===== src/rtl/ema_pkg.sv =====
// ema_pkg: shared definitions for the multi-channel exponential moving average
// filter (ema_mc): FSM state encoding, default parameter values and the
// rounding-constant helper used by the round/saturate stage.
package ema_pkg;

    // Operation sequencer: accept -> subtract -> multiply -> write back/output.
    typedef enum logic [1:0] {
        IDLE = 2'd0,
        SUB  = 2'd1,
        MUL  = 2'd2,
        OUT  = 2'd3
    } ema_state_t;

    localparam int DATA_W_DEF    = 16;
    localparam int ALPHA_W_DEF   = 15;
    localparam int CH_DEF        = 4;
    localparam int ALPHA_RST_DEF = 9830;   // 0.3 in Q0.15

    // Channel index width; a single channel still gets a 1-bit select.
    function automatic int ch_width(input int ch);
        return (ch > 1) ? $clog2(ch) : 1;
    endfunction

    // Half an LSB of the alpha scaling: added before the shift so the
    // arithmetic right shift rounds half up.
    function automatic longint round_const(input int alpha_w);
        return longint'(1) << (alpha_w - 1);
    endfunction

endpackage


===== src/rtl/ema_round_sat.sv =====
// ema_round_sat: combinational back end shared by all channels.
// Scales the (x - y) * alpha product back to sample units with round-half-up,
// adds it to the previous output and clamps to the signed DATA_W range.
module ema_round_sat
    import ema_pkg::*;
#(
    parameter  int DATA_W  = DATA_W_DEF,
    parameter  int ALPHA_W = ALPHA_W_DEF,
    localparam int PROD_W  = DATA_W + ALPHA_W + 2
) (
    input  logic signed [PROD_W-1:0] prod,
    input  logic signed [DATA_W-1:0] y_prev,
    output logic signed [DATA_W-1:0] y_new
);

    localparam logic signed [PROD_W-1:0] RC    = PROD_W'(round_const(ALPHA_W));
    localparam logic signed [PROD_W-1:0] Y_MAX = PROD_W'((longint'(1) << (DATA_W - 1)) - 1);
    localparam logic signed [PROD_W-1:0] Y_MIN = -Y_MAX - PROD_W'(1);

    logic signed [PROD_W-1:0] delta;
    logic signed [PROD_W-1:0] sum;

    // Round the scaled step, accumulate onto y and saturate.
    always_comb begin
        delta = (prod + RC) >>> ALPHA_W;
        sum   = delta + PROD_W'(y_prev);
        if (sum > Y_MAX) begin
            y_new = Y_MAX[DATA_W-1:0];
        end else if (sum < Y_MIN) begin
            y_new = Y_MIN[DATA_W-1:0];
        end else begin
            y_new = sum[DATA_W-1:0];
        end
    end

endmodule


===== src/rtl/ema_mc.sv =====
// ema_mc: time-multiplexed exponential moving average over CH channels.
// One sample is processed at a time through IDLE -> SUB -> MUL -> OUT; the
// result is written back to the channel state and presented on y_o on the
// OUT -> IDLE edge (valid_o the 4th cycle after acceptance).
// Optional feature: define EMA_INIT_EN so that the first sample of each
// channel after reset or clear loads y = x directly instead of filtering.
module ema_mc
    import ema_pkg::*;
#(
    parameter  int DATA_W    = DATA_W_DEF,
    parameter  int ALPHA_W   = ALPHA_W_DEF,
    parameter  int CH        = CH_DEF,
    parameter  int ALPHA_RST = ALPHA_RST_DEF,
    localparam int CH_W      = ch_width(CH)
) (
    input  logic                     clk,
    input  logic                     rst_n,
    input  logic signed [DATA_W-1:0] x_i,
    input  logic [CH_W-1:0]          ch_i,
    input  logic                     valid_i,
    input  logic [ALPHA_W-1:0]       alpha_i,
    input  logic [CH_W-1:0]          alpha_ch_i,
    input  logic                     alpha_we_i,
    input  logic                     clear_i,
    output logic signed [DATA_W-1:0] y_o,
    output logic [CH_W-1:0]          ch_o,
    output logic                     valid_o,
    output logic                     busy_o
);

    localparam int DIFF_W = DATA_W + 1;
    localparam int PROD_W = DATA_W + ALPHA_W + 2;

    ema_state_t state_reg, state_next;
    logic       accept;
    logic       y_write;

    // Operand latches for the operation in flight
    logic signed [DATA_W-1:0] x_reg;
    logic signed [DATA_W-1:0] y_prev_reg;
    logic [CH_W-1:0]          ch_reg;
    logic [ALPHA_W-1:0]       alpha_reg;
    logic signed [DIFF_W-1:0] diff_reg;
    logic signed [PROD_W-1:0] prod_reg;
    logic signed [DATA_W-1:0] y_new;
    logic signed [DATA_W-1:0] y_wr;

    // Per-channel state viewed as arrays for indexed reads
    logic signed [DATA_W-1:0] y_mem     [CH];
    logic [ALPHA_W-1:0]       alpha_mem [CH];
`ifdef EMA_INIT_EN
    logic                     init_mem  [CH];
    logic                     init_reg;
`endif

    // A clear on the OUT edge discards the result, so nothing is written back.
    assign y_write = (state_reg == OUT) && !clear_i;

    // State register
    always_ff @(posedge clk or negedge rst_n) begin
        if (!rst_n) begin
            state_reg <= IDLE;
        end else begin
            state_reg <= state_next;
        end
    end

    // Next-state logic; clear overrides everything and aborts the operation
    always_comb begin
        state_next = state_reg;
        if (clear_i) begin
            state_next = IDLE;
        end else begin
            case (state_reg)
                IDLE:    if (accept) state_next = SUB;
                SUB:     state_next = MUL;
                MUL:     state_next = OUT;
                OUT:     state_next = IDLE;
                default: state_next = IDLE;
            endcase
        end
    end

    // FSM outputs: busy flag and request acceptance (busy or bad channel -> drop)
    always_comb begin
        busy_o = (state_reg != IDLE);
        accept = valid_i && !busy_o && !clear_i && (int'(ch_i) < CH);
    end

    // Datapath pipeline: latch operands, form the difference, then the product
    always_ff @(posedge clk or negedge rst_n) begin
        if (!rst_n) begin
            x_reg      <= '0;
            y_prev_reg <= '0;
            ch_reg     <= '0;
            alpha_reg  <= '0;
            diff_reg   <= '0;
            prod_reg   <= '0;
        end else begin
            if (accept) begin
                x_reg      <= x_i;
                y_prev_reg <= y_mem[ch_i];
                ch_reg     <= ch_i;
                alpha_reg  <= alpha_mem[ch_i];
            end
            if (state_reg == SUB) begin
                diff_reg <= DIFF_W'(x_reg) - DIFF_W'(y_prev_reg);
            end
            if (state_reg == MUL) begin
                // alpha is an unsigned fraction: zero-extend before the signed multiply
                prod_reg <= PROD_W'(diff_reg) * PROD_W'($signed({1'b0, alpha_reg}));
            end
        end
    end

`ifdef EMA_INIT_EN
    // Remember whether this operation is the channel's first since reset/clear
    always_ff @(posedge clk or negedge rst_n) begin
        if (!rst_n) begin
            init_reg <= 1'b0;
        end else if (accept) begin
            init_reg <= init_mem[ch_i];
        end
    end

    assign y_wr = init_reg ? x_reg : y_new;
`else
    assign y_wr = y_new;
`endif

    ema_round_sat #(
        .DATA_W  (DATA_W),
        .ALPHA_W (ALPHA_W)
    ) u_round_sat (
        .prod   (prod_reg),
        .y_prev (y_prev_reg),
        .y_new  (y_new)
    );

    // Output registers; y_o/ch_o hold between results
    always_ff @(posedge clk or negedge rst_n) begin
        if (!rst_n) begin
            y_o     <= '0;
            ch_o    <= '0;
            valid_o <= 1'b0;
        end else begin
            valid_o <= y_write;
            if (y_write) begin
                y_o  <= y_wr;
                ch_o <= ch_reg;
            end
        end
    end

    // Per-channel filter state and coefficient registers
    for (genvar gi = 0; gi < CH; gi++) begin : g_ch
        logic signed [DATA_W-1:0] y_ch_reg;
        logic [ALPHA_W-1:0]       alpha_ch_reg;
        logic                     hit;

        assign hit = y_write && (ch_reg == CH_W'(gi));

        // Filter output state: cleared by reset/clear, updated on write-back
        always_ff @(posedge clk or negedge rst_n) begin
            if (!rst_n) begin
                y_ch_reg <= '0;
            end else if (clear_i) begin
                y_ch_reg <= '0;
            end else if (hit) begin
                y_ch_reg <= y_wr;
            end
        end

        // Coefficient: writable any cycle, an in-flight op keeps its latched copy
        always_ff @(posedge clk or negedge rst_n) begin
            if (!rst_n) begin
                alpha_ch_reg <= ALPHA_W'(ALPHA_RST);
            end else if (alpha_we_i && (alpha_ch_i == CH_W'(gi))) begin
                alpha_ch_reg <= alpha_i;
            end
        end

        assign y_mem[gi]     = y_ch_reg;
        assign alpha_mem[gi] = alpha_ch_reg;

`ifdef EMA_INIT_EN
        logic init_ch_reg;

        // First-sample flag: set by reset/clear, dropped once the channel is written
        always_ff @(posedge clk or negedge rst_n) begin
            if (!rst_n) begin
                init_ch_reg <= 1'b1;
            end else if (clear_i) begin
                init_ch_reg <= 1'b1;
            end else if (hit) begin
                init_ch_reg <= 1'b0;
            end
        end

        assign init_mem[gi] = init_ch_reg;
`endif
    end

endmodule

===== config.mk =====
export PLATFORM = sky130hd
export DESIGN_NAME = ema_mc
export DESIGN_NICKNAME = d
export VERILOG_FILES = /design/src/rtl/ema_pkg.sv /design/src/rtl/ema_round_sat.sv /design/src/rtl/ema_mc.sv
export SDC_FILE = /design/constraint.sdc
export NUM_CORES = 1
export LEC_CHECK = 0
export BUFFER_PORTS_ARGS = -buffer_cell sky130_fd_sc_hd__buf_2
export CAP_MARGIN = 20
export CORE_MARGIN = 5
export CORE_UTILIZATION = 58
export CTS_CLUSTER_DIAMETER = 200
export CTS_CLUSTER_SIZE = 12
export DETAILED_ROUTE_END_ITERATION = 12
export PLACE_DENSITY_LB_ADDON = 0.15
export SYNTH_ARGS = -nofsm -noshare
export SYNTH_HDL_FRONTEND = slang
export SYNTH_SLANG_ARGS = --single-unit

===== constraint.sdc =====
create_clock -name clk -period 5.7 [get_ports clk]
set_clock_uncertainty 0.05 [all_clocks]
set_input_delay 1.14 -clock clk [delete_from_list [all_inputs] [get_ports clk]]
set_output_delay 1.14 -clock clk [all_outputs]
set_load 0.1 [all_outputs]

## Word level (Yosys, flattened, before mapping)

Index checks and enable logic that the tools add are counted.
W data, S select, Z words.

| storage, ports and cells | value |
|---|---|
| memories kept | 0 |
| latch bits | 0 |
| logic and storage cells | 76 |
| memory bits (writable) | 0 |
| register bits after elaboration | 244 |
| bits in read-only memories | 0 |

| operators by class | value |
|---|---|
| shift-type cells | 0 |
| equality and inequality tests | 10 |
| multipliers | 1 |
| $lt $le $gt $ge | 3 |
| $add $sub $neg | 3 |
| reduce and logical (&&, ||, !) cells | 21 |
| bitwise gates (word level) | 1 |
| muxes and demuxes | 19 |
| div/mod/pow operators | 0 |

Operator list:

| cell | count |
|---|---|
| $mux W16 | 12 |
| $add A33 B16 Y33 const B | 1 |
| $gt A33 B16 Y1 const B | 1 |
| $lt A33 B16 Y1 const B | 1 |
| $mul A17 B16 Y33 | 1 |
| $bmux W16 S2 | 1 |
| $bmux W15 S2 | 1 |
| $mux W15 | 2 |
| $add A18 B16 Y19 | 1 |
| $sub A16 B16 Y17 | 1 |
| $eq A2 B2 Y1 const B | 6 |
| $logic_and A1 B1 Y1 | 11 |
| $reduce_bool A2 Y1 | 5 |
| $pmux W2 S4 | 1 |
| $eq A2 B1 Y1 const B | 3 |
| $logic_not A2 Y1 | 3 |
| $mux W2 | 2 |
| $ge A3 B3 Y1 const B | 1 |
| $ne A3 B3 Y1 const B | 1 |
| $not A2 Y3 | 1 |
| $logic_not A1 Y1 | 2 |

## Depth between registers and ports, before layout

Gate-level depths: netlist of run 1.

| logic depth | value |
|---|---|
| word-level depth | 7 |
| gate-level depth with buffers | 25 |

## Hierarchy

Synthesis of run 1 repeated with hierarchy kept, for this count alone.

| second synthesis, totals | value |
|---|---|
| cells, all modules | 2,208 |
| area total of the unflattened synthesis | 22,101.2 um2 |

By module, submodules not included:

| module | times used | cells each | area each (um2) |
|---|---|---|---|
| ema_mc | 1 | 2,013 | 20,673.6 |
| ema_round_sat | 1 | 195 | 1,427.6 |

## Least setup slack after synthesis of run 1

Ideal clock, no wire load.

| path | value |
|---|---|
| kind | register to register |
| start | register alpha_reg[7] |
| end | register prod_reg[32] |
| period minus slack after synthesis | 6.349 ns |
| cell stages (with the launch flop) | 23 |
| path buffers | 2 |
| setup slack | -0.649 ns |
| required time | 5.555 ns |
| arrival | 6.204 ns |
| cells stage by stage | dfrtp_1 -> clkbuf_1 -> clkbuf_1 -> nand2_1 -> fa_1 -> fa_1 -> inv_1 -> fa_1 -> fa_1 -> fa_1 -> inv_1 -> fa_1 -> inv_1 -> ha_1 -> and3_1 -> a221oi_1 -> o21ai_0 -> and3_1 -> nand3_1 -> nand3_1 -> and3_1 -> o31a_1 -> o31ai_1 |

| between the ends | value |
|---|---|
| cells in the longest elaborated chain, start to end | 1 |

Ends and longest elaborated chain:

| what | RTL line | text |
|---|---|---|
| start, declared | ema_mc.sv:42 | `logic [ALPHA_W-1:0] alpha_reg;` |
| start signal, assigned | ema_mc.sv:104 | `alpha_reg <= alpha_mem[ch_i];` |
| $mul A17 B16 Y33 | ema_mc.sv:111 | `prod_reg <= PROD_W'(diff_reg) * PROD_W'($signed({1'b0, alpha_reg}));` |
| end signal, assigned | ema_mc.sv:111 |  |
| end, declared | ema_mc.sv:44 | `logic signed [PROD_W-1:0] prod_reg;` |

Every way passes these cells.
A chain may end at the register's enable or synchronous reset.

## Final worst setup path of run 1

| path | value |
|---|---|
| start | register diff_reg[9] |
| end | register prod_reg[22] |

| between the ends | value |
|---|---|
| cells in the longest elaborated chain, start to end | 1 |

Ends and longest elaborated chain:

| what | RTL line | text |
|---|---|---|
| start, declared | ema_mc.sv:43 | `logic signed [DIFF_W-1:0] diff_reg;` |
| start signal, assigned | ema_mc.sv:107 | `diff_reg <= DIFF_W'(x_reg) - DIFF_W'(y_prev_reg);` |
| $mul A17 B16 Y33 | ema_mc.sv:111 |  |

Every way passes these cells.

==> results of run 1 <==
-- metrics by stage --
| step | util [%] | cells | hold slack (ns) |
|---|---|---|---|
| after floorplan | - | 1983 | 0.420 |
| after detailed placement | 64.1 | 2566 | 0.411 |
| after global placement | 64.1 | 2566 | 0.409 |
| final | 67.7 | 2631 | 0.422 |
| after CTS | 66.6 | 2621 | 0.425 |
| after global routing | 67.7 | 2631 | 0.468 |
-- layer usage --
metal | wire, um | vias to the layer above
met4 | 977 | 2
met3 | 2150 | 68
met5 | 13 | -
met1 | 21600 | 7357
li1 | - | 6711
met2 | 23700 | 337
-- cell families (layout without fill, tap and decap cells) --
kind of cell / count (synthesis) / after routing / share of synthesized area [%]
AND/OR/NAND/NOR: 489 / 489 / 11.0
flip-flops: 230 / 230 / 27.6
XOR/XNOR: 62 / 62 / 2.68
buffers and inverters: 432 / 619 / 7.85
adder cells (fa/ha/maj): 380 / 380 / 32.0
multiplexers: 157 / 157 / 10.1
AO/OA/AOI/OAI: 233 / 233 / 8.79
-- worst paths after layout --
kind | depth (start not counted) | slack (ns) | to
max | 21 | -0.39 | prod_reg[22]
min | 2 | 0.42 | ch_o[0]
max in group asynchronous | 2 | 3.81 | y_prev_reg[12]
min in group asynchronous | 1 | 0.65 | g_ch[2].alpha_ch_reg[3]
max reg2reg | 21 | -0.39 | prod_reg[22]
min reg2reg | 2 | 0.42 | ch_o[0]
-- cell type report --
class,count,area [um^2],area share [%]
repair buffers,242,1820,7.56
inverters,343,1290,5.33
well taps,461,577,2.39
clock buffers,32,609,2.52
flip-flops and latches,230,5820,24.1
clock inverters,2,20.0,0.0829
multi-input cells,1321,14000,58.0
-- synthesized netlist by cell type (all sizes together) (12+ instances only) --
cell type | n | area (um^2)
inv | 343 | 1290
fa | 260 | 5200
dfrtp | 202 | 5050
nand2 | 201 | 754
mux2 | 125 | 1410
ha | 120 | 1500
and2 | 118 | 738
nor2 | 95 | 364
clkbuf | 81 | 304
a211oi | 70 | 631
a21oi | 51 | 387
xnor2 | 49 | 448
o21ai | 39 | 195
mux4 | 31 | 698
dfstp | 28 | 736
nand3 | 17 | 85.1
and3 | 14 | 87.6
xor2 | 13 | 114
a21o | 12 | 90.1
-- tightest hold or removal path, delay by kind of cell (launching register included) --
family	cells	cell delay, ns
flip-flops	1	0.34
AND/OR/NAND/NOR	2	0.11
-- timing repair --
item,4_1_cts,5_1_grt
buffers inserted,21,14
setup endpoints to repair,18,18
pin swaps,21,50
resized for setup,40,67
==> metrics.txt, run 1 <==
# TYPE chip_impl_metric gauge
chip_impl_info{name="run_status",value="finished, violations left"} 1
chip_impl_info{name="violated_checks",value="setup timing"} 1
chip_impl_metric{name="finalSetupViolations",unit=""} 15
chip_impl_metric{name="finalCritPeriodShare",unit="%"} 107
chip_impl_metric{name="globalRouteMet3Util",unit="%"} 2.57
chip_impl_metric{name="grt_first_pass_wirelength",unit="um"} 82000
chip_impl_metric{name="drt-initial-drc-count",unit=""} 654
chip_impl_metric{name="dieArea",unit="mm^2"} 0.0400
chip_impl_metric{name="drt.antenna.violating_nets",unit=""} 0
chip_impl_metric{name="post-route-cell-area",unit="mm^2"} 0.0241
chip_impl_info{name="setup.worst_path.start_class",value="flop"} 1
chip_impl_info{name="type_of_the_most_critical_hold_path",value="reg2reg"} 1
chip_impl_metric{name="global_route.usage.met1",unit="%"} 35.5
chip_impl_metric{name="worst_pin_slew",unit="ns"} 0.944
chip_impl_metric{name="port_buffers",unit=""} 59
chip_impl_metric{name="dpl.hpwl",unit="um"} 38300
chip_impl_metric{name="grt_overflow_total",unit=""} 0
chip_impl_metric{name="grt_max_degree",unit=""} 121
chip_impl_metric{name="detail_route.wl_per_cell",unit="um"} 18.4
chip_impl_metric{name="maxSlewViolCount",unit=""} 0
chip_impl_info{name="setup.worst_path.start",value="diff_reg[9]"} 1
chip_impl_info{name="final_cell_mix",value="330 x sky130_fd_sc_hd__inv_1, 247 x sky130_fd_sc_hd__fa_1, 197 x sky130_fd_sc_hd__nand2_1, 180 x sky130_fd_sc_hd__dfrtp_1, 163 x sky130_fd_sc_hd__buf_4"} 1
chip_impl_metric{name="post_synth_net_total",unit=""} 2403
chip_impl_info{name="timing.critical_path.max_delay_family",value="adder cells"} 1
chip_impl_info{name="crit_slowest_cell",value="sky130_fd_sc_hd__fa_2"} 1
chip_impl_metric{name="nNetsFinal",unit=""} 2581
chip_impl_metric{name="route.detailed.vias_per_inst",unit=""} 5.50
chip_impl_info{name="grt_setup_unrepaired",value="true"} 1
chip_impl_metric{name="sequential_area_share_after_synthesis",unit="%"} 27.6
chip_impl_info{name="root_buffer",value="sky130_fd_sc_hd__clkbuf_16"} 1
chip_impl_metric{name="diodes",unit=""} 0
chip_impl_metric{name="timing.critical_path.slowest_cell_delay",unit="ns"} 0.55
chip_impl_metric{name="cts_sinks",unit=""} 230
chip_impl_metric{name="initial_utilization",unit="%"} 58.8
chip_impl_metric{name="cts_inserted_buffers",unit=""} 23
chip_impl_info{name="critical-path-top-cell-by-count",value="sky130_fd_sc_hd__fa_1"} 1
chip_impl_metric{name="synth_seq_cells",unit=""} 230
chip_impl_metric{name="largest_register_ff_count",unit=""} 64
chip_impl_info{name="globalRoute.busiestLayer",value="met2"} 1
chip_impl_info{name="worst_setup_path_end_kind",value="flop"} 1
chip_impl_info{name="critical_path_class",value="reg2reg"} 1
chip_impl_metric{name="hold_fix_buffers_at_cts",unit=""} 0
chip_impl_metric{name="fp.dieW",unit="um"} 200
chip_impl_metric{name="cp.arrival",unit="ns"} 6.44
chip_impl_metric{name="placer_congestion",unit=""} 0.893
chip_impl_metric{name="clk_pin_slew_worst_paths",unit="ns"} 0.07
chip_impl_info{name="crit-reg2reg-launch",value="diff_reg[9]"} 1
chip_impl_metric{name="synthesized_instance_count",unit=""} 1983
chip_impl_metric{name="critical_path_peak_fanout",unit=""} 7
chip_impl_metric{name="critPathRequiredTime",unit="ns"} 6.05
chip_impl_metric{name="die_height",unit="um"} 200
chip_impl_metric{name="setup-tns-final",unit="ns"} -3.92
chip_impl_metric{name="htree_levels",unit=""} 1
chip_impl_metric{name="netlist_area",unit="mm^2"} 0.0210
chip_impl_metric{name="synth_edf_count",unit=""} 0
chip_impl_metric{name="final_setup_margin",unit="ns"} -0.391
chip_impl_metric{name="netlist-cell-type-count",unit=""} 64
chip_impl_metric{name="timing.critical_path.buf_inv",unit=""} 5
chip_impl_metric{name="firstDrtPassIters",unit=""} 5
chip_impl_metric{name="final.min_clock_period",unit="ns"} 6.09
chip_impl_metric{name="groute.layer.met2.usage",unit="%"} 41.9
chip_impl_metric{name="globalRouteTotalUtil",unit="%"} 24.8
chip_impl_metric{name="placementRows",unit=""} 69
chip_impl_metric{name="grt_pass1_vias",unit=""} 15798
chip_impl_metric{name="postSynth.asyncResetShare",unit="%"} 100
chip_impl_metric{name="clockBufferDepth",unit=""} 3
chip_impl_metric{name="drive_above_1_share",unit="%"} 27.8
chip_impl_metric{name="synth-warning-count",unit=""} 0
chip_impl_metric{name="via_count",unit=""} 14475
chip_impl_metric{name="clock_latency_late_sink",unit="ns"} 0.51
chip_impl_metric{name="postPlaceCellArea",unit="mm^2"} 0.0229
chip_impl_info{name="hold_path_startpoint",value="ch_o[0]"} 1
chip_impl_metric{name="syn-mean-instance-area",unit="um^2"} 10.6
chip_impl_metric{name="achievable-frequency",unit="GHz"} 0.164
chip_impl_metric{name="design.portCount",unit=""} 60
chip_impl_metric{name="postRouteWirelength",unit="um"} 48500
chip_impl_metric{name="slew-limit-headroom",unit="%"} 36.8
chip_impl_metric{name="timing.max_cap.violations",unit=""} 0
chip_impl_metric{name="antenna_found_initial",unit=""} 2
chip_impl_info{name="clock_tree_from_tritoncts",value="built"} 1
chip_impl_metric{name="post-route-drc-count",unit=""} 0
chip_impl_info{name="timing.critical_path.cells",value="buf_12 > and2_4 > fa_1 > inv_1 > fa_1 > fa_2 > inv_2 > fa_1 > fa_1 > inv_1 > fa_1 > inv_2 > ha_4 > a21o_1 > a221oi_4 > nand4_1 > a31oi_2 > o21bai_2 > a221oi_2 > xnor2_1 > mux2_2"} 1
chip_impl_info{name="synth_flop_cell",value="sky130_fd_sc_hd__dfrtp_1"} 1
chip_impl_metric{name="preCtsSetupSlack",unit="ns"} -0.494
chip_impl_metric{name="core_area",unit="mm^2"} 0.0357
chip_impl_metric{name="filler_cell_count",unit=""} 2683
chip_impl_info{name="layout.cells.most_common",value="sky130_fd_sc_hd__inv_1"} 1
chip_impl_metric{name="area_delta_synth_final",unit="%"} 15.1
chip_impl_metric{name="finalHoldViolations",unit=""} 0
Power of run 1 is left out: the tool's default activity adds up to more than one toggle a clock period on the data nets, which glitch-free logic cannot reach.
==> run 2, diff against run 1 <==
Settings changed: CAP_MARGIN 20 to 15, CORE_UTILIZATION 58 to 50, SYNTH_HIERARCHICAL set to 1.
==> run 2 against run 1 <==
Wire length is 7.9% higher; the flow still finishes with violations (setup timing); synthesized area is 2.3% higher; sequential cell count stayed put; count of clock-buffer cells in the layout is 1 lower; critical path depth is 1 higher; final cell count is 9.4% higher; die area is 18% higher; synthesized cell count is 8.6% higher.
==> metrics.txt, run 2 <==
# TYPE chip_impl_metric gauge
chip_impl_metric{name="grt_pass1_vias",unit=""} 16715
chip_impl_metric{name="drt-initial-drc-count",unit=""} 779
chip_impl_metric{name="drive_above_1_share",unit="%"} 24.6
chip_impl_metric{name="achievable-frequency",unit="GHz"} 0.164
chip_impl_metric{name="timing.max_cap.violations",unit=""} 0
chip_impl_metric{name="detail_route.wl_per_cell",unit="um"} 18.2
chip_impl_metric{name="critical_path_peak_fanout",unit=""} 5
chip_impl_metric{name="final_setup_margin",unit="ns"} -0.414
chip_impl_metric{name="finalHoldViolations",unit=""} 0
chip_impl_info{name="final_cell_mix",value="358 x sky130_fd_sc_hd__nand2_1, 343 x sky130_fd_sc_hd__inv_1, 252 x sky130_fd_sc_hd__fa_1, 178 x sky130_fd_sc_hd__dfrtp_1, 167 x sky130_fd_sc_hd__buf_4"} 1
chip_impl_metric{name="grt_max_degree",unit=""} 141
chip_impl_metric{name="die_height",unit="um"} 217
chip_impl_metric{name="clk_pin_slew_worst_paths",unit="ns"} 0.07
chip_impl_metric{name="fp.dieW",unit="um"} 217
chip_impl_metric{name="final.min_clock_period",unit="ns"} 6.11
chip_impl_metric{name="worst_pin_slew",unit="ns"} 1.01
chip_impl_metric{name="slew-limit-headroom",unit="%"} 32.2
chip_impl_metric{name="finalCritPeriodShare",unit="%"} 107
chip_impl_metric{name="clockBufferDepth",unit=""} 3
chip_impl_metric{name="postRouteWirelength",unit="um"} 52300
chip_impl_metric{name="syn-mean-instance-area",unit="um^2"} 9.96
chip_impl_metric{name="globalRouteTotalUtil",unit="%"} 23.0
chip_impl_metric{name="synth-warning-count",unit=""} 6
chip_impl_metric{name="critPathRequiredTime",unit="ns"} 6.04
chip_impl_info{name="critical_path_class",value="reg2reg"} 1
chip_impl_metric{name="cp.arrival",unit="ns"} 6.45
chip_impl_metric{name="dpl.hpwl",unit="um"} 40700
chip_impl_info{name="root_buffer",value="sky130_fd_sc_hd__clkbuf_16"} 1
chip_impl_metric{name="post_synth_net_total",unit=""} 2580
chip_impl_metric{name="nNetsFinal",unit=""} 2757
chip_impl_metric{name="largest_register_ff_count",unit=""} 64
chip_impl_info{name="worst_setup_path_end_kind",value="flop"} 1
chip_impl_info{name="run_status",value="finished, violations left"} 1
chip_impl_metric{name="placementRows",unit=""} 75
chip_impl_metric{name="synthesized_instance_count",unit=""} 2154
chip_impl_metric{name="final_core_util",unit="%"} 58.4
chip_impl_metric{name="design.portCount",unit=""} 60
chip_impl_info{name="clock_tree_from_tritoncts",value="built"} 1
chip_impl_metric{name="htree_levels",unit=""} 1
chip_impl_metric{name="cts_sinks",unit=""} 230
chip_impl_metric{name="placer_congestion",unit=""} 0.867
chip_impl_info{name="violated_checks",value="setup timing"} 1
chip_impl_metric{name="initial_utilization",unit="%"} 50.8
chip_impl_metric{name="filler_cell_count",unit=""} 3654
chip_impl_info{name="layout.cells.most_common",value="sky130_fd_sc_hd__nand2_1"} 1
chip_impl_metric{name="clock_latency_late_sink",unit="ns"} 0.53
chip_impl_metric{name="drt.antenna.violating_nets",unit=""} 0
chip_impl_metric{name="core_area",unit="mm^2"} 0.0422
chip_impl_metric{name="cts_inserted_buffers",unit=""} 23
chip_impl_metric{name="grt_overflow_total",unit=""} 0
chip_impl_metric{name="route.detailed.vias_per_inst",unit=""} 5.40
chip_impl_metric{name="grt_first_pass_wirelength",unit="um"} 88000
chip_impl_metric{name="finalSetupViolations",unit=""} 14
chip_impl_info{name="setup.worst_path.start_class",value="flop"} 1
chip_impl_metric{name="post-route-drc-count",unit=""} 0
chip_impl_metric{name="diodes",unit=""} 0
chip_impl_metric{name="netlist_area",unit="mm^2"} 0.0215
chip_impl_metric{name="firstDrtPassIters",unit=""} 7
chip_impl_metric{name="antenna_found_initial",unit=""} 2
chip_impl_metric{name="port_buffers",unit=""} 59
chip_impl_metric{name="area_delta_synth_final",unit="%"} 15.0
chip_impl_info{name="grt_setup_unrepaired",value="true"} 1
chip_impl_metric{name="maxSlewViolCount",unit=""} 0
chip_impl_info{name="type_of_the_most_critical_hold_path",value="reg2reg"} 1
chip_impl_metric{name="dieArea",unit="mm^2"} 0.0472
chip_impl_metric{name="via_count",unit=""} 15522
run 2: worst paths after layout:
kind	slack (ns)	cells after the start	start	end
worst max register to register	-0.41	22	diff_reg[9]	prod_reg[31]
worst min register to register	0.43	2	y_o[4]	y_o[4]
min in group asynchronous	0.55	1	rst_n	y_o[9]
worst max-delay path	-0.41	22	diff_reg[9]	prod_reg[31]
max in group asynchronous	3.75	2	rst_n	alpha_reg[10]
worst min-delay path	0.43	2	y_o[4]	y_o[4]
run 2: stage by stage:
step / cells / hold WS, ns / TNS (ns) / area (um^2) / setup WS [ns]
global route: 2877 / 0.450 / -6.87 / 24700 / -0.581
CTS: 2862 / 0.429 / -3.11 / 24400 / -0.323
detailed placement: 2815 / 0.408 / -4.19 / 23500 / -0.438
global placement: 2815 / 0.408 / -3.28 / 23500 / -0.393
floorplan: 2154 / 0.422 / -0.116 / 21800 / -0.0867
finish: 2877 / 0.427 / -3.83 / 24700 / -0.414
run 2: critical path, stage by stage, from the launching register on:
cell	delay [ns]
sky130_fd_sc_hd__dfrtp_2	0.43
sky130_fd_sc_hd__buf_6	0.14
sky130_fd_sc_hd__and2_1	0.15
sky130_fd_sc_hd__fa_1	0.53
sky130_fd_sc_hd__inv_1	0.05
sky130_fd_sc_hd__fa_1	0.48
sky130_fd_sc_hd__fa_2	0.54
sky130_fd_sc_hd__inv_1	0.05
sky130_fd_sc_hd__fa_2	0.46
sky130_fd_sc_hd__fa_1	0.49
sky130_fd_sc_hd__inv_1	0.05
sky130_fd_sc_hd__fa_1	0.48
sky130_fd_sc_hd__inv_1	0.06
sky130_fd_sc_hd__ha_4	0.17
sky130_fd_sc_hd__a21o_1	0.21
sky130_fd_sc_hd__a211oi_4	0.29
sky130_fd_sc_hd__buf_4	0.17
sky130_fd_sc_hd__a31oi_4	0.10
sky130_fd_sc_hd__a211o_1	0.35
sky130_fd_sc_hd__a221oi_4	0.35
sky130_fd_sc_hd__buf_4	0.18
sky130_fd_sc_hd__or4_1	0.10
sky130_fd_sc_hd__nand4_1	0.09
run 2: layout make-up:
| cell class | instances | area, um^2 | share of cell area, % |
|---|---|---|---|
| flip-flops and latches | 230 | 5820 | 23.6 |
| inverters | 354 | 1330 | 5.38 |
| well taps | 539 | 674 | 2.73 |
| clock buffers | 31 | 606 | 2.45 |
| multi-input cells | 1477 | 14400 | 58.2 |
| clock inverters | 1 | 11.3 | 0.0456 |
| repair buffers | 245 | 1870 | 7.57 |
run 2: repair_timing:
action,CTS,global route
endpoints found under the setup margin,14,17
hold buffers,0,0
pin swaps,21,15
resized for setup,61,31
setup buffers,15,15
run 2: per-layer routing:
layer | GRT usage (%) | share of wire, %
met3 | 2.60 | 4.4
met5 | 0 | 0.025
met2 | 38.6 | 49
met4 | 3.88 | 1.4
met1 | 33.2 | 45
Power of run 2 is left out for the same reason.
==> run 3, diff against run 2 <==
--- a/config.mk
+++ b/config.mk
@@ -14,4 +14,5 @@
 export DETAILED_ROUTE_END_ITERATION = 12
 export PLACE_DENSITY_LB_ADDON = 0.15
+export RECOVER_POWER = 25
 export SYNTH_ARGS = -nofsm -noshare
 export SYNTH_HDL_FRONTEND = slang
--- a/constraint.sdc
+++ b/constraint.sdc
@@ -3,3 +3,3 @@
 set_input_delay 1.14 -clock clk [delete_from_list [all_inputs] [get_ports clk]]
 set_output_delay 1.14 -clock clk [all_outputs]
-set_load 0.1 [all_outputs]
+set_load 0.05 [all_outputs]
==> run 3 against run 2 <==
The flow finishes with violations (capacitance limit, slew limit, setup timing); maximum frequency is essentially flat; final cell count is the same; first-iteration DRC count shrank 6.9%; register-to-register slack is essentially flat; core utilization shrank 0.062 points; global-route usage is the same; largest cell class unchanged; worst hold slack is essentially flat; worst setup slack gained 0.0052 ns; sequential share of layout area is essentially flat; die area is the same; critical path depth is the same; sequential cell count is the same.
==> metrics.txt, run 3 (same netlist as run 2, synthesis figures left out) <==
# TYPE chip_impl_metric gauge
chip_impl_info{name="critical_path_class",value="reg2reg"} 1
chip_impl_metric{name="postRouteWirelength",unit="um"} 52300
chip_impl_metric{name="slew-limit-headroom",unit="%"} -183
chip_impl_metric{name="finalHoldViolations",unit=""} 0
chip_impl_metric{name="drt.antenna.violating_nets",unit=""} 0
chip_impl_info{name="clock_tree_from_tritoncts",value="built"} 1
chip_impl_metric{name="achievable-frequency",unit="GHz"} 0.164
chip_impl_metric{name="multiInputGateArea",unit="mm^2"} 0.0144
chip_impl_info{name="layout.cells.most_common",value="sky130_fd_sc_hd__nand2_1"} 1
chip_impl_metric{name="final_core_util",unit="%"} 58.4
chip_impl_metric{name="maxSlewViolCount",unit=""} 159
chip_impl_info{name="worst_setup_path_end_kind",value="flop"} 1
chip_impl_metric{name="finalSetupViolations",unit=""} 14
chip_impl_metric{name="globalRouteTotalUtil",unit="%"} 23.0
chip_impl_metric{name="critical_path_peak_fanout",unit=""} 5
chip_impl_metric{name="drt-initial-drc-count",unit=""} 725
chip_impl_metric{name="largest_register_ff_count",unit=""} 64
chip_impl_metric{name="via_count",unit=""} 15563
chip_impl_metric{name="cp.arrival",unit="ns"} 6.44
chip_impl_metric{name="grt_first_pass_wirelength",unit="um"} 88000
chip_impl_metric{name="fp.dieW",unit="um"} 217
chip_impl_metric{name="clock_latency_late_sink",unit="ns"} 0.53
chip_impl_info{name="root_buffer",value="sky130_fd_sc_hd__clkbuf_16"} 1
chip_impl_metric{name="area_delta_synth_final",unit="%"} 14.9
chip_impl_metric{name="globalRouteMet3Util",unit="%"} 2.60
chip_impl_metric{name="detail_route.wl_per_cell",unit="um"} 18.2
chip_impl_metric{name="finalCritPeriodShare",unit="%"} 107
chip_impl_metric{name="htree_levels",unit=""} 1
chip_impl_metric{name="dpl.hpwl",unit="um"} 40700
chip_impl_metric{name="cts_inserted_buffers",unit=""} 23
chip_impl_metric{name="hold_fix_buffers_at_cts",unit=""} 0
chip_impl_metric{name="final.min_clock_period",unit="ns"} 6.11
chip_impl_metric{name="route.detailed.vias_per_inst",unit=""} 5.41
chip_impl_metric{name="critPathRequiredTime",unit="ns"} 6.04
chip_impl_info{name="final_cell_mix",value="358 x sky130_fd_sc_hd__nand2_1, 343 x sky130_fd_sc_hd__inv_1, 252 x sky130_fd_sc_hd__fa_1, 178 x sky130_fd_sc_hd__dfrtp_1, 163 x sky130_fd_sc_hd__buf_4"} 1
chip_impl_metric{name="register_area",unit="mm^2"} 0.00582
chip_impl_metric{name="filler_cell_count",unit=""} 3659
chip_impl_metric{name="clk_pin_slew_worst_paths",unit="ns"} 0.07
chip_impl_metric{name="placer_congestion",unit=""} 0.867
chip_impl_metric{name="clockBufferDepth",unit=""} 3
chip_impl_metric{name="dieArea",unit="mm^2"} 0.0472
chip_impl_metric{name="placementRows",unit=""} 75
chip_impl_metric{name="groute.layer.met2.usage",unit="%"} 38.6
chip_impl_metric{name="grt_overflow_total",unit=""} 0
chip_impl_metric{name="grt_pass1_vias",unit=""} 16715
chip_impl_metric{name="nNetsFinal",unit=""} 2757
chip_impl_info{name="type_of_the_most_critical_hold_path",value="reg2reg"} 1
chip_impl_metric{name="post-route-drc-count",unit=""} 0
chip_impl_metric{name="cts_sinks",unit=""} 230
chip_impl_metric{name="initial_utilization",unit="%"} 50.8
chip_impl_metric{name="core_area",unit="mm^2"} 0.0422
chip_impl_metric{name="final_setup_margin",unit="ns"} -0.409
chip_impl_metric{name="port_buffers",unit=""} 59
chip_impl_metric{name="timing.max_cap.violations",unit=""} 2
chip_impl_info{name="run_status",value="finished, violations left"} 1
chip_impl_metric{name="worst_pin_slew",unit="ns"} 4.24
chip_impl_metric{name="antenna_found_initial",unit=""} 2
chip_impl_metric{name="grt_max_degree",unit=""} 141
chip_impl_metric{name="design.portCount",unit=""} 60
chip_impl_metric{name="firstDrtPassIters",unit=""} 5
chip_impl_metric{name="drive_above_1_share",unit="%"} 24.3
chip_impl_info{name="globalRoute.busiestLayer",value="met2"} 1
chip_impl_metric{name="global_route.usage.met1",unit="%"} 33.2
chip_impl_info{name="violated_checks",value="capacitance limit, slew limit, setup timing"} 1
chip_impl_info{name="setup.worst_path.start_class",value="flop"} 1
chip_impl_metric{name="diodes",unit=""} 0
chip_impl_metric{name="die_height",unit="um"} 217
chip_impl_info{name="grt_setup_unrepaired",value="true"} 1
-- run 3: cell count changes in the layout (fill, tap and decap cells not counted), sizes merged --
cell           change
buf                -6
clkbuf             +5
clkdlybuf4s25      +1
-- run 3: per-layer routing --
metal  vias up  wire length [um]
li1       7190                 -
met1      8003             23600
met2       316             25400
met3        52              2470
met4         2               776
met5         -                13
-- run 3: layout make-up --
class                           instances  share of cell area [%]
Sequential cell                       230                    23.6
Tap cell                              539                    2.74
Timing Repair Buffer                  245                    7.49
Clock buffer                           31                    2.46
Inverter                              354                    5.39
Multi-Input combinational cell       1477                    58.3
Clock inverter                          1                  0.0457
-- run 3: through the flow --
step	hold slack (ns)	setup WS [ns]	area, um^2	setup TNS [ns]	cells
3_5_place_dp	0.408	-0.438	23500	-4.19	2815
2_1_floorplan	0.422	-0.0867	21800	-0.116	2154
4_1_cts	0.429	-0.323	24400	-3.11	2862
3_3_place_gp	0.408	-0.393	23500	-3.28	2815
5_1_grt	0.450	-0.581	24700	-16.92	2877
6_report	0.427	-0.409	24700	-3.76	2877
-- run 3: repair_timing --
action / in CTS / in global routing
setup buffers: 15 / 15
endpoints found under the hold margin: 0 / 0
setup endpoints to repair: 14 / 17
pin swaps: 21 / 15
gates resized for setup: 61 / 31
-- run 3: final timing paths --
| check | from | to | slack [ns] | depth (start not counted) |
|---|---|---|---|---|
| min in group asynchronous | rst_n | y_o[9] | 2.28 | 1 |
| hold reg to reg | y_o[4] | y_o[4] | 0.43 | 2 |
| max in group asynchronous | rst_n | alpha_reg[2] | 0.58 | 1 |
| hold / removal | y_o[4] | y_o[4] | 0.43 | 2 |
| setup reg to reg | diff_reg[9] | prod_reg[31] | -0.41 | 22 |
| setup / recovery | diff_reg[9] | prod_reg[31] | -0.41 | 22 |
-- run 3: worst max-delay path, stage by stage (launching register included) --
cell                       delay, ns
sky130_fd_sc_hd__dfrtp_2        0.43
sky130_fd_sc_hd__buf_6          0.14
sky130_fd_sc_hd__and2_1         0.15
sky130_fd_sc_hd__fa_1           0.53
sky130_fd_sc_hd__inv_1          0.05
sky130_fd_sc_hd__fa_1           0.48
sky130_fd_sc_hd__fa_2           0.54
sky130_fd_sc_hd__inv_1          0.05
sky130_fd_sc_hd__fa_2           0.46
sky130_fd_sc_hd__fa_1           0.49
sky130_fd_sc_hd__inv_1          0.05
sky130_fd_sc_hd__fa_1           0.48
sky130_fd_sc_hd__inv_1          0.06
sky130_fd_sc_hd__ha_4           0.17
sky130_fd_sc_hd__a21o_1         0.21
sky130_fd_sc_hd__a211oi_4       0.29
sky130_fd_sc_hd__buf_4          0.17
sky130_fd_sc_hd__a31oi_4        0.10
sky130_fd_sc_hd__a211o_1        0.35
sky130_fd_sc_hd__a221oi_4       0.35
sky130_fd_sc_hd__buf_4          0.18
sky130_fd_sc_hd__or4_1          0.10
sky130_fd_sc_hd__nand4_1        0.09
Power of run 3 is left out for the same reason.
